`config.mk`:
```
export PLATFORM = sky130hd
export DESIGN_NAME = ram_sel_gen
export DESIGN_NICKNAME = d
export VERILOG_FILES = /design/src/rtl/ram_sel_gen.sv
export SDC_FILE = /design/constraint.sdc
export NUM_CORES = 1
export LEC_CHECK = 0
export ABC_CLOCK_PERIOD_IN_PS = 3250
export CORE_MARGIN = 8
export CORE_UTILIZATION = 48
export CTS_CLUSTER_SIZE = 8
export DETAILED_ROUTE_END_ITERATION = 6
export PLACE_DENSITY = 0.91
export SLEW_MARGIN = 25
export SYNTH_ARGS = -nofsm -noshare
export SYNTH_HDL_FRONTEND = slang
export SYNTH_SLANG_ARGS = --single-unit
```
`constraint.sdc`:
```
create_clock -name clk -period 3.25 [get_ports clk]
set_clock_uncertainty 0.2 [all_clocks]
set_input_delay 0.4875 -clock clk [delete_from_list [all_inputs] [get_ports clk]]
set_output_delay 0.4875 -clock clk [all_outputs]
set_load 0.02 [all_outputs]
```
`src/rtl/ram_sel_gen.sv`:
```
// rtl/ram_sel_gen.sv - write-side sequencer feeding per-processor RAM select decoders
//
// Accepts a valid/ready word stream after start and writes it, in order, to the
// RAM1 bank of every processor (sel = proc) and then to the RAM2 bank of every
// processor (sel = proc + 4). Pulses done with the last write.
//
// Ports:
//   clk        in   clock, rising edge
//   reset      in   asynchronous active-low reset
//   start      in   begin a load sequence (honoured only when idle)
//   clear      in   synchronous abort to idle
//   data_in    in   stream word
//   data_valid in   data_in is valid
//   data_ready out  word accepted this cycle when data_valid is high
//   sel        out  RAM selector (4'hF when idle and not writing)
//   wr_addr    out  write address inside the selected RAM
//   wr_data    out  write data
//   wr_en      out  one-cycle write strobe per accepted word
//   busy       out  sequence in progress
//   done       out  one-cycle completion pulse, coincident with the last wr_en

module ram_sel_gen #(
  parameter int NUM_PROC      = 4,
  parameter int WORDS_PER_RAM = 4,
  parameter int DATA_W        = 8,
  parameter int AW            = $clog2(WORDS_PER_RAM)
) (
  input  logic              clk,
  input  logic              reset,
  input  logic              start,
  input  logic              clear,
  input  logic [DATA_W-1:0] data_in,
  input  logic              data_valid,
  output logic              data_ready,
  output logic [3:0]        sel,
  output logic [AW-1:0]     wr_addr,
  output logic [DATA_W-1:0] wr_data,
  output logic              wr_en,
  output logic              busy,
  output logic              done
);

  typedef enum logic [1:0] {
    IDLE  = 2'd0,
    LOAD1 = 2'd1,
    LOAD2 = 2'd2
  } state_t;

  localparam logic [AW-1:0] ADDR_LAST = AW'(WORDS_PER_RAM - 1);
  localparam logic [1:0]    PROC_LAST = 2'(NUM_PROC - 1);
  localparam logic [3:0]    SEL_IDLE  = 4'hF;

  state_t              state_q, state_d;
  logic [1:0]          proc_cnt_q, proc_cnt_d;
  logic [AW-1:0]       addr_cnt_q, addr_cnt_d;
  logic [3:0]          sel_q, sel_d;
  logic [AW-1:0]       wr_addr_q, wr_addr_d;
  logic [DATA_W-1:0]   wr_data_q, wr_data_d;
  logic                wr_en_q, wr_en_d;
  logic                done_q, done_d;
  logic                xfer;

  // Ready depends only on registered state, so there is no path from data_valid.
  assign data_ready = (state_q != IDLE);
  assign busy       = (state_q != IDLE);
  assign xfer       = data_valid & data_ready;

  assign sel     = sel_q;
  assign wr_addr = wr_addr_q;
  assign wr_data = wr_data_q;
  assign wr_en   = wr_en_q;
  assign done    = done_q;

  always_comb begin
    state_d    = state_q;
    proc_cnt_d = proc_cnt_q;
    addr_cnt_d = addr_cnt_q;
    sel_d      = sel_q;
    wr_addr_d  = wr_addr_q;
    wr_data_d  = wr_data_q;
    wr_en_d    = 1'b0;
    done_d     = 1'b0;

    if (clear) begin
      // A transfer coincident with clear is dropped: no write is produced.
      state_d    = IDLE;
      proc_cnt_d = '0;
      addr_cnt_d = '0;
      sel_d      = SEL_IDLE;
    end else begin
      case (state_q)
        IDLE: begin
          sel_d      = SEL_IDLE;
          proc_cnt_d = '0;
          addr_cnt_d = '0;
          if (start) begin
            state_d = LOAD1;
          end
        end
        LOAD1, LOAD2: begin
          if (xfer) begin
            wr_en_d   = 1'b1;
            wr_data_d = data_in;
            wr_addr_d = addr_cnt_q;
            // RAM2 selectors sit 4 above RAM1; NUM_PROC <= 4 keeps this in 4 bits.
            sel_d     = (state_q == LOAD2) ? {2'b01, proc_cnt_q} : {2'b00, proc_cnt_q};
            if (addr_cnt_q == ADDR_LAST) begin
              addr_cnt_d = '0;
              if (proc_cnt_q == PROC_LAST) begin
                proc_cnt_d = '0;
                if (state_q == LOAD1) begin
                  state_d = LOAD2;
                end else begin
                  state_d = IDLE;
                  done_d  = 1'b1;
                end
              end else begin
                proc_cnt_d = proc_cnt_q + 2'd1;
              end
            end else begin
              addr_cnt_d = addr_cnt_q + AW'(1);
            end
          end
        end
        default: begin
          state_d = IDLE;
        end
      endcase
    end
  end

  always_ff @(posedge clk or negedge reset) begin
    if (!reset) begin
      state_q    <= IDLE;
      proc_cnt_q <= '0;
      addr_cnt_q <= '0;
      sel_q      <= SEL_IDLE;
      wr_addr_q  <= '0;
      wr_data_q  <= '0;
      wr_en_q    <= 1'b0;
      done_q     <= 1'b0;
    end else begin
      state_q    <= state_d;
      proc_cnt_q <= proc_cnt_d;
      addr_cnt_q <= addr_cnt_d;
      sel_q      <= sel_d;
      wr_addr_q  <= wr_addr_d;
      wr_data_q  <= wr_data_d;
      wr_en_q    <= wr_en_d;
      done_q     <= done_d;
    end
  end

endmodule

```
Word level (Yosys, flattened, before mapping):

Index checks and enable logic that the tools add are counted.
W data, S select, Z words.

* flip-flop bits (word level): 22
* bits in latches: 0
* bits in writable memories: 0
* bits in read-only memories: 0
* output and inout port bits: 18
* word-level logic and storage cells: 57
* memories kept: 0

* add/subtract/negate cells: 2
* multipliers: 0
* div/mod/pow operators: 0
* $lt $le $gt $ge: 0
* equality and inequality tests: 8
* shift-type cells: 0
* muxes and demuxes: 29
* bitwise logic cells: 2
* reduce and logical (&&, ||, !) cells: 8

Operators with widths (number)
* $mux W2: 13
* $ne A3 B3 Y1 const B: 4
* $pmux W2 S2: 3
* $mux W1: 9
* $mux W4: 2
* $pmux W4 S2: 1
* $eq A2 B2 Y1 const B: 3
* $reduce_and A3 Y1: 2
* $add A2 B1 Y2 const B: 2
* $reduce_and A4 Y1: 1
* $mux W3: 1
* $reduce_bool A3 Y1: 1
* $eq A2 B1 Y1 const B: 1
* $logic_not A2 Y1: 1
* $reduce_and A2 Y1: 1
* $reduce_bool A2 Y1: 1
* $reduce_or A2 Y1: 1
* $and A1 B1 Y1: 1
* $not A1 Y1: 1

Depth between registers and ports, before layout:

* depth after elaboration: 7
* gate-level depth with buffers: 7

Least setup slack after synthesis:

No wires, ideal clock.

* kind: register to register
* start: reg state_q[0]
* end: reg wr_data_q[4] (netlist: wr_data[4])
* data arrival time: 1604 ps
* path slack: 1321 ps
* stages on the path, launching flop included: 8
* path through: dfrtp_1 > inv_1 > ha_1 > inv_1 > nand2_1 > nor2_4 > buf_6 > mux2_2

* cells in the longest elaborated chain, start to end: 3
* elaborated cells on any way between the ends: 6
* classes of those cells: eq/ne: 2; bitwise: 1; reduce/logical: 3

RTL lines
* start: declaration: line 53 `state_t state_q, state_d;`
* start signal: assignment: line 143 `state_q <= state_d;`
* $reduce_bool A2 Y1
* via busy: line 39 `output logic busy,`
* $and A1 B1 Y1: line 66 `assign xfer = data_valid & data_ready;`
* $reduce_and A3 Y1 (no line)
* end signal: assignment: line 148 `wr_data_q <= wr_data_d;`
* end: declaration: line 58 `logic [DATA_W-1:0] wr_data_q, wr_data_d;`

The timed path passes the listed nets, and every way through them passes these cells.
A chain may end at the register's enable or synchronous reset.

Worst setup path after layout:

* start: reg state_q[0]
* end: out data_ready

* cells in the longest elaborated chain, start to end: 1

RTL lines
* $reduce_bool A2 Y1: line 64 `assign data_ready = (state_q != IDLE);`
* end: declaration: line 34 `output logic data_ready,`

No other way between the ends.

==> summary.md <==
| Metric | Value |
|---|---|
| Initial antenna violation count | `0` |
| Yosys top cell area share | `0.459` |
| Gr usage total | `0.119` |
| Worst EP arrival | `1.74 ns` |
| Synth top area cells | `dfrtp_1 46%, mux2_2 13%, dfstp_2 11%` |
| Hold Crit Depth | `2` |
| Reg2reg setup slack | `between 1 and 1.5 ns` |
| Endpoints failing setup | `0` |
| Maximum buffer depth of the clock tree | `2` |
| Most frequent cells in the layout | `29 x clkdlybuf4s50_1, 18 x dfrtp_1, 11 x mux2_2, 6 x inv_1` |
| GP Congestion | `0.694` |
| Cts bufs inserted | `3` |
| Final #Nets | `126` |
| Synth Net Count | `92` |
| Final hold viol count | `0` |
| Layout cells sized above 1 | `0.206` |
| Wire per inst | `14.3 um` |
| Synth warn | `0` |
| Post-Route Setup TNS | `0 ns` |
| Critical Path Most Common Cell | `inv_1` |
| Clock Latency Late Sink | `around 0.29 ns` |
| Post-route clock period utilization | `0.748` |
| R2R depth | `5` |
| Area delta synth->final | `34.9%` |
| Hold Crit Class | `reg2reg` |
| Fmax | `between 400 and 500 MHz` |
| Clock power frac | `0.109` |
| Fraction of power consumed by sequential logic | `0.382` |
| Boundary Pins | `31` |
| Yosys reg bits | `22` |
| Normalized max-slew margin | `0.690` |
| Starting density of the core | `0.506` |
| Max IR drop VDD | `700 uV` |
| CP Launch Type | `flip-flop` |
| Status | `finished clean` |
| RSZ-0062 raised after global routing | `no` |
| Worst stage delay on the critical path | `about 0.63 ns` |
| Die H | `about 61 um` |
| Commonest non-fill, non-tap cell in the layout | `clkdlybuf4s50_1` |
| Vias | `slightly below 700` |
| Worst slew pin tran | `0.465 ns` |
| Die ar. | `about 0.0037 mm2` |
| Root buffer cell | `clkbuf_4` |
| # rows | `16` |
| Worst-path clk slew | `approximately 0.11 ns` |
| Pin count of the biggest net entering global routing | `23` |
| P_leak | `0.590 nW` |
| Worst r2r dst | `wr_data[4]` |
| Cells after DPL | `130` |
| RR Startpoint | `state_q[0]` |
| TritonCTS clock tree | `yes` |
| Power Density | `796 mW/mm2` |
| Crit Path Category | `reg2out` |
| Cell Area, Synth | `982 um2` |
| Net Switching | `between 300 and 400 uW` |
| Vias in the first global route | `757` |
| Logic pwr share | `0.509` |
| Antenna-violating nets left | `0` |
| Slew Limit Fails | `0` |
| Post-synthesis cell count | `75` |
| DR iter-0 viols | `9` |
| DP HPWL | `1530 um` |
| Crit path max fanout | `4` |
| Critical hold path startpoint | `sel[1]` |
| DRT Wirelength | `1920 um` |
| Final cell count without fillers | `134` |
| First-pass GRT wire length | `3250 um` |
| Worst path cell trace | `inv_1 > ha_1 > inv_1 > clkdlybuf4s50_1` |
| GRT overflow | `0` |
| Yosys top cell by area | `dfrtp_1` |
| CP max-delay cell | `clkdlybuf4s50_1` |
| Req. time, crit path | `between 2 and 3 ns` |
| Sink of the worst hold path | `sel[1]` |
| Vias/cell | `just over 5` |
| # DRC | `0` |
| Post-synth cell types | `25` |
| H-tree depth | `1` |
| Register area share after synthesis | `0.566` |
| Clock Sinks | `22` |
| PortBufs | `30` |
| DR pass1 iterations | `4` |
| Min Clock Period, post-route | `2.43 ns` |
| Final Util | `0.682` |
| Placed Area | `around 0.0013 mm2` |
| Core area | `0.00194 mm2` |
| Internal power | `660 uW` |
| Syn_area_per_cell | `~13 um2` |
| Final instance area | `0.00133 mm2` |
| DIE WIDTH | `61.2 um` |
| # Post-CTS Setup Buffers | `0` |
| Switching share of total power | `0.374` |
| # diodes | `0` |
| Critical Path Sink Type | `output pin` |
| Max_cap viols | `0` |
==> worst max-delay path by stage <==
stage / slack, ns / cells after the start / from / end
2_1_floorplan: 1.32 / 7 / state_q[0] / wr_data[4]
3_3_place_gp: 0.93 / 4 / clear / wr_data[6]
3_5_place_dp: 0.89 / 4 / clear / wr_data[4]
4_1_cts: 0.81 / 4 / state_q[0] / data_ready
5_1_grt: 0.70 / 4 / state_q[0] / data_ready
6_report: 0.82 / 4 / state_q[0] / data_ready
==> state kept, by name (all words and copies together) (netlist names) <==
| register | count |
|---|---|
| sel | 4 |
| addr_cnt_q | 2 |
| done | 1 |
| wr_data | 8 |
| state_q | 2 |
| proc_cnt_q | 2 |
| wr_en | 1 |
| wr_addr | 2 |
==> per-layer routing <==
metal / routed length (um) / track usage / part of all wire
met2: 908 / 0.190 / 0.47
met1: 781 / 0.125 / 0.41
met3: 218 / 0.0647 / 0.11
met5: 0 / 0 / 0
met4: 12 / 0.0598 / 0.0063
==> cells by family after synthesis <==
| logic type | count (synthesis) | share of synthesized area |
|---|---|---|
| adders and majority gates | 4 | 0.0510 |
| buffers and inverters | 8 | 0.0420 |
| and+or+nand+nor | 15 | 0.0905 |
| AOI/OAI and AO/OA | 14 | 0.115 |
| DFF | 22 | 0.566 |
| muxes | 12 | 0.136 |
==> repair_timing <==
item / in CTS / in global routing
endpoints found under the hold margin: 0 / 18
resized for setup: 0 / 0
hold buffers: 0 / 1
==> cells in the mapped netlist <==
library cell	count
o21ai_0	1
and4b_1	1
nand3b_1	1
buf_4	1
dfrtp_1	18
dfstp_2	4
nand2b_1	1
a22o_1	2
nand2_1	3
nor2b_1	2
mux2i_1	1
a32o_1	2
ha_1	4
nor2_4	1
o22ai_1	1
o21bai_1	2
nor3_1	2
nand2b_2	1
o311ai_0	1
inv_1	6
nor2_1	3
a211oi_4	1
buf_6	1
mux2_2	11
a21oi_1	4
==> power by group through the flow <==
stage | clock, mW | sequential (mW) | combinational (mW)
floorplan | 0 | 0.492 | 0.232
global placement | 0 | 0.406 | 0.527
detailed placement | 0 | 0.409 | 0.540
CTS | 0.119 | 0.405 | 0.543
global route | 0.133 | 0.414 | 0.580
finish | 0.115 | 0.403 | 0.536
==> area by class of cell <==
type                    count  area [um2]
repair buffers             31         305
well taps                  27        33.8
clock buffers               3        22.5
multi-input cells          45         385
inverters                   6        22.5
fillers                   133         617
flip-flops and latches     22         556
==> through the flow <==
stage | power (mW) | setup slack, ns | hold WS, ns
3_3_place_gp | 0.933 | 0.930 | 0.254
4_1_cts | 1.07 | 0.811 | 0.272
3_5_place_dp | 0.949 | 0.891 | 0.255
5_1_grt | 1.13 | 0.705 | 0.279
2_1_floorplan | 0.724 | 1.32 | -0.00809
6_report | 1.05 | 0.820 | 0.270
==> worst max-delay path: cells and delay by family (launching register included) <==
family                     cells  cell delay, ns
buffers and inverters          3            0.81
adders and majority gates      1            0.24
DFF                            1            0.40
(Power assumes the default switching activity.)
==> RTL change 1: new RTL, config.mk and constraints unchanged <==
`WORDS_PER_RAM`: 4 -> 2.
--- a/src/rtl/ram_sel_gen.sv
+++ b/src/rtl/ram_sel_gen.sv
@@ -23,3 +23,3 @@
   parameter int NUM_PROC      = 4,
-  parameter int WORDS_PER_RAM = 4,
+  parameter int WORDS_PER_RAM = 2,
   parameter int DATA_W        = 8,
Interface: changed (resized wr_addr); port bits go from 31 to 30. The function was not compared with the original's and may differ.
==> RTL change 1 against the original RTL <==
- worst hold slack better by 1.9 ps
- power increased by 14%
- sequential cell count decreased by 2
- global-route usage up 0.91 points
- design area fell by 1.7%
- sequential share of layout area shrank 3.1 points
- synthesized cell count did not move
- routed wire length up 7.7%
- die area decreased by 2.5%
- synthesized area down 3.4%
- worst setup slack worse by 41 ps
- highest routed layer unchanged
==> RTL change 1: results (changes against the original RTL) <==
| Metric | Value |
|---|---|
| Leading register cell type out of synthesis | dfrtp_1 |
| Sequential share of the synthesized area | 0.533 (-0.0326) |
| Worst Hold Class | register to register |
| GRT Max-Usage Layer | met2 |
| Slowest Stage Delay on Critical Path | 630 ps (about the same) |
| Count of inverters other than clock inverters in the layout | 8 (+2) |
| Later-pin clock latency in the skew report | 300 ps |
| Share of flip-flops with an asynchronous set or reset after synthesis | 1.00 (unchanged) |
| Proportion of layout cells with a drive suffix above 1 | 0.226 (+0.0208) |
| WHS Path Cells | 2 (unchanged) |
| WL met2 | 991 um (+9.1%) |
| Met1 Usage GRT | 0.133 (+0.00786) |
| Net Switching | 0.444 mW (+12%) |
| Number of DRC markers in iteration 0 | 10 (+1) |
| Count of synthesis-stage warnings from yosys | 0 (unchanged) |
| Number of fill cells in the layout | 159 (+20%) |
| Number of global-route vias before repair | 782 (+3.3%) |
| Clock network contribution to total cell area | 0.0403 (+0.0233) |
| Vias after detailed routing | 692 (+1.9%) |
| Placed wire-length estimate after detailed placement | 1570 um (+2.9%) |
| Actual transition at the worst max-transition pin | 876 ps (+412 ps) |
| Global-route wire length before repair | 3530 um (+8.5%) |
| Largest net degree at the start of global routing | 21 (-8.7%) |
| Run status | finished clean |
| Count of different cell masters after synthesis | 26 (+4.0%) |
| Wl on met1 | 811 um (+3.8%) |
| #FFs+latches synth | 20 (-9.1%) |
| DP Area | 1250 sq um (-3.7%) |
| Reg area | 505 sq um (-9.0%) |
| NumNets Final | 124 (-1.6%) |
| Peak supply drop | 634 uV (-9.4%) |
| Multi-input gate share of total cell area | 0.300 (+0.00887) |
| Leakage power total | 0.599 nW (+1.5%) |
| Synthesized area per cell | 12.6 sq um (-3.4%) |
| Routed wirelength normalized by instance count | 15.5 um (+8.5%) |
| Fraction of power spent switching nets | 0.368 (-0.00576) |
| Clock root buffer | clkbuf_4 |
| Met2 Track Usage GR | 0.215 (+0.0254) |
| Count of inserted antenna diode cells | 0 (unchanged) |
| Top cells by count, synth | 16 x dfrtp_1, 9 x mux2_2, 8 x inv_1 |
| P&R area growth vs syn | 37.3% |
| Layout Cells excl Fill | 133 (-0.75%) |
| Non-clock buffers, area share | 0.223 (-0.00754) |
| Dominant cells by area after synthesis | dfrtp_1 42%, dfstp_2 11%, mux2_2 11% |
| Final weighted congestion in routability-driven placement | 0.867 (+25%) |
| Total track usage | 0.128 (+0.00907) |
| IO Port Bufs | 29 (-3.3%) |
| Synth Net Count | 92 (unchanged) |
| Worst slack at placement | 959 ps (+67.4 ps) |
| Clock buffer depth | 2 (unchanged) |
| GR Util met3 | 0.0614 (-0.00328) |
| Flip-flop count of the largest register after layout | 8 (unchanged) |
| Portion of total power attributed to combinational logic | 0.504 (-0.005) |
| Seq power | 0.393 mW (-2%) |
| Bufs w/o clock | 29 (-6.5%) |
| Cell area after layout | 1300 sq um (-1.7%) |
| Met3 wire length | 225 um (+3.2%) |
## RTL change 1: path summary, 6_finish.rpt
| path | start | endpoint | slack (ps) |
|---|---|---|---|
| setup / recovery | state_q[0] | busy | 780 |
| hold / removal | sel[1] | sel[1] | 270 |
| setup reg to reg | state_q[0] | wr_data[2] | 1210 |
| hold reg to reg | sel[1] | sel[1] | 270 |
| max in group asynchronous | reset | proc_cnt_q[0] | 1850 |
| min in group asynchronous | reset | wr_data[6] | 470 |
## RTL change 1: cells by family (layout without fill, tap and decap cells)
| logic type | after synthesis | after routing | share of synthesized area |
|---|---|---|---|
| AO/OA/AOI/OAI | 14 | 14 | 0.104 |
| adder cells (fa/ha/maj) | 4 | 4 | 0.0528 |
| buffers and inverters | 10 | 41 | 0.0554 |
| flip-flops | 20 | 20 | 0.533 |
| multiplexers | 10 | 10 | 0.123 |
| AND/OR/NAND/NOR | 17 | 17 | 0.132 |
==> RTL change 2: new RTL, same flow settings <==
Without the edit above. Re-encode `state_t` (3 states) as one-hot, 3 bits wide.
--- a/src/rtl/ram_sel_gen.sv
+++ b/src/rtl/ram_sel_gen.sv
@@ -42,6 +42,6 @@
 
-  typedef enum logic [1:0] {
-    IDLE  = 2'd0,
-    LOAD1 = 2'd1,
-    LOAD2 = 2'd2
+  typedef enum logic [2:0] {
+    IDLE  = 3'b001,
+    LOAD1 = 3'b010,
+    LOAD2 = 3'b100
   } state_t;
Function: same outputs for any inputs over 10 cycles, from zero or initial values and one cycle with reset low; not proved beyond that.
==> RTL change 2 against the original RTL <==
- synthesized area is 14% higher
- design area is 8.4% higher
- worst setup slack worse by 320 ps
- sequential cell count is 1 higher
- maximum frequency is 12% lower
- routed wire length is 25% higher
- synthesized cell count is 20% higher
Power is not compared: it rests on default switching activity, and its combinational part moved more than twofold at a synthesized area within 25%.
==> RTL change 2: results (changes against the original RTL) <==
| Metric | Value |
|---|---|
| Run status | finished clean |
| Dominant cells by area after synthesis | dfrtp_1 40%, mux2_4 12%, dfstp_2 12% |
| Number of DRC markers in iteration 0 | 19 (+10) |
| DP Area | 1400 sq um (+8.2%) |
| Reg2reg start | state_q[1] |
| Vias after detailed routing | 792 (+17%) |
| Synth Net Count | 105 (+14%) |
| Startpoint of the tightest hold check path | sel[3] |
| Placed wire-length estimate after detailed placement | 1820 um (+20%) |
| Top delay family on crit path | flip-flops |
| Later-pin clock latency in the skew report | 310 ps (+20 ps) |
| Worst R2R Setup Slack | 1140 ps (-60 ps) |
| Routed wirelength normalized by instance count | 16.4 um (+14%) |
| Actual transition at the worst max-transition pin | 491 ps (+26.5 ps) |
| Global-route wire length before repair | 3970 um (+22%) |
| Count of different cell masters after synthesis | 32 (+28%) |
| Total track usage | 0.117 (-0.00246) |
| Data arrival time of the critical path | 2060 ps (+320 ps) |
| Crit Path Max Fanout | 13 (+9) |
| Sequential share of the synthesized area | 0.519 (-0.0466) |
| Slowest Stage Delay on Critical Path | 690 ps (+60 ps) |
| Largest net degree at the start of global routing | 24 (+4.3%) |
| Number of detailed-route iterations in the first pass | 4 (unchanged) |
| Top cells by count, synth | 18 x dfrtp_1, 9 x mux2_4, 6 x inv_1 |
| Number of fill cells in the layout | 175 (+32%) |
| Number of global-route vias before repair | 827 (+9.2%) |
| Final weighted congestion in routability-driven placement | 0.840 (+21%) |
-- RTL change 2: cell count changes after synthesis, moves of 3 or more --
cell	before	now
mux2_2	11	2
mux2_4	0	9
a21oi_1	4	0
a31oi_1	0	3
nor4bb_1	0	3
a211oi_1	0	3
-- RTL change 2: routing by layer --
metal | vias to the layer above | share of wire | wire (um) | track usage
met5 | - | 0 | 0 | 0
met4 | 0 | 0.020 | 48 | 0.0490
met3 | 7 | 0.061 | 146 | 0.0348
met2 | 21 | 0.52 | 1250 | 0.190
met1 | 389 | 0.40 | 960 | 0.140
li1 | 375 | - | - | -
-- RTL change 2: path summary, 6_finish.rpt --
kind	depth (start not counted)	end
setup / recovery	3	data_ready
hold / removal	2	sel[3]
setup reg to reg	5	wr_data[7]
hold reg to reg	2	sel[3]
max in group asynchronous	2	state_q[0]
min in group asynchronous	2	wr_addr[0]
-- RTL change 2: power groups by stage --
stage / Clock [mW] / Sequential (mW) / Combinational, mW
final: 0.133 / 0.339 / 0.180
after CTS: 0.135 / 0.339 / 0.182
after global routing: 0.141 / 0.343 / 0.190
after detailed placement: 0 / 0.344 / 0.181
after floorplan: 0 / 0.368 / 0.0677
after global placement: 0 / 0.342 / 0.176
-- RTL change 2: layout make-up --
type / instances / area share
flip-flops and latches: 23 / 0.405
well taps: 28 / 0.0244
clock inverters: 1 / 0.00348
repair buffers: 31 / 0.213
inverters: 7 / 0.0183
multi-input cells: 54 / 0.321
clock buffers: 3 / 0.0157
-- RTL change 2: kinds of logic after synthesis --
family / Yosys count / synth area share
fa+ha+maj: 2 / 0.0223
simple gates: 24 / 0.131
flops: 23 / 0.519
mux: 11 / 0.141
compound gates: 16 / 0.109
buf+inv: 13 / 0.0703
xor+xnor: 1 / 0.00781
-- RTL change 2: through the flow --
stage / setup slack (ps) / instances / power, mW / hold WS (ps)
global route: 438 / 147 / 0.674 / 334
detailed placement: 737 / 142 / 0.525 / 293
global placement: 817 / 142 / 0.518 / 276
CTS: 502 / 146 / 0.656 / 313
floorplan: 1390 / 90 / 0.436 / -8.09
finish: 504 / 147 / 0.651 / 307
-- RTL change 2: worst register-to-register path: cells and delay by family (launching register included) --
kind	cells	cell delay (ps)
buf+inv	1	250
simple gates	2	440
xor+xnor	1	170
mux	1	380
flops	1	580
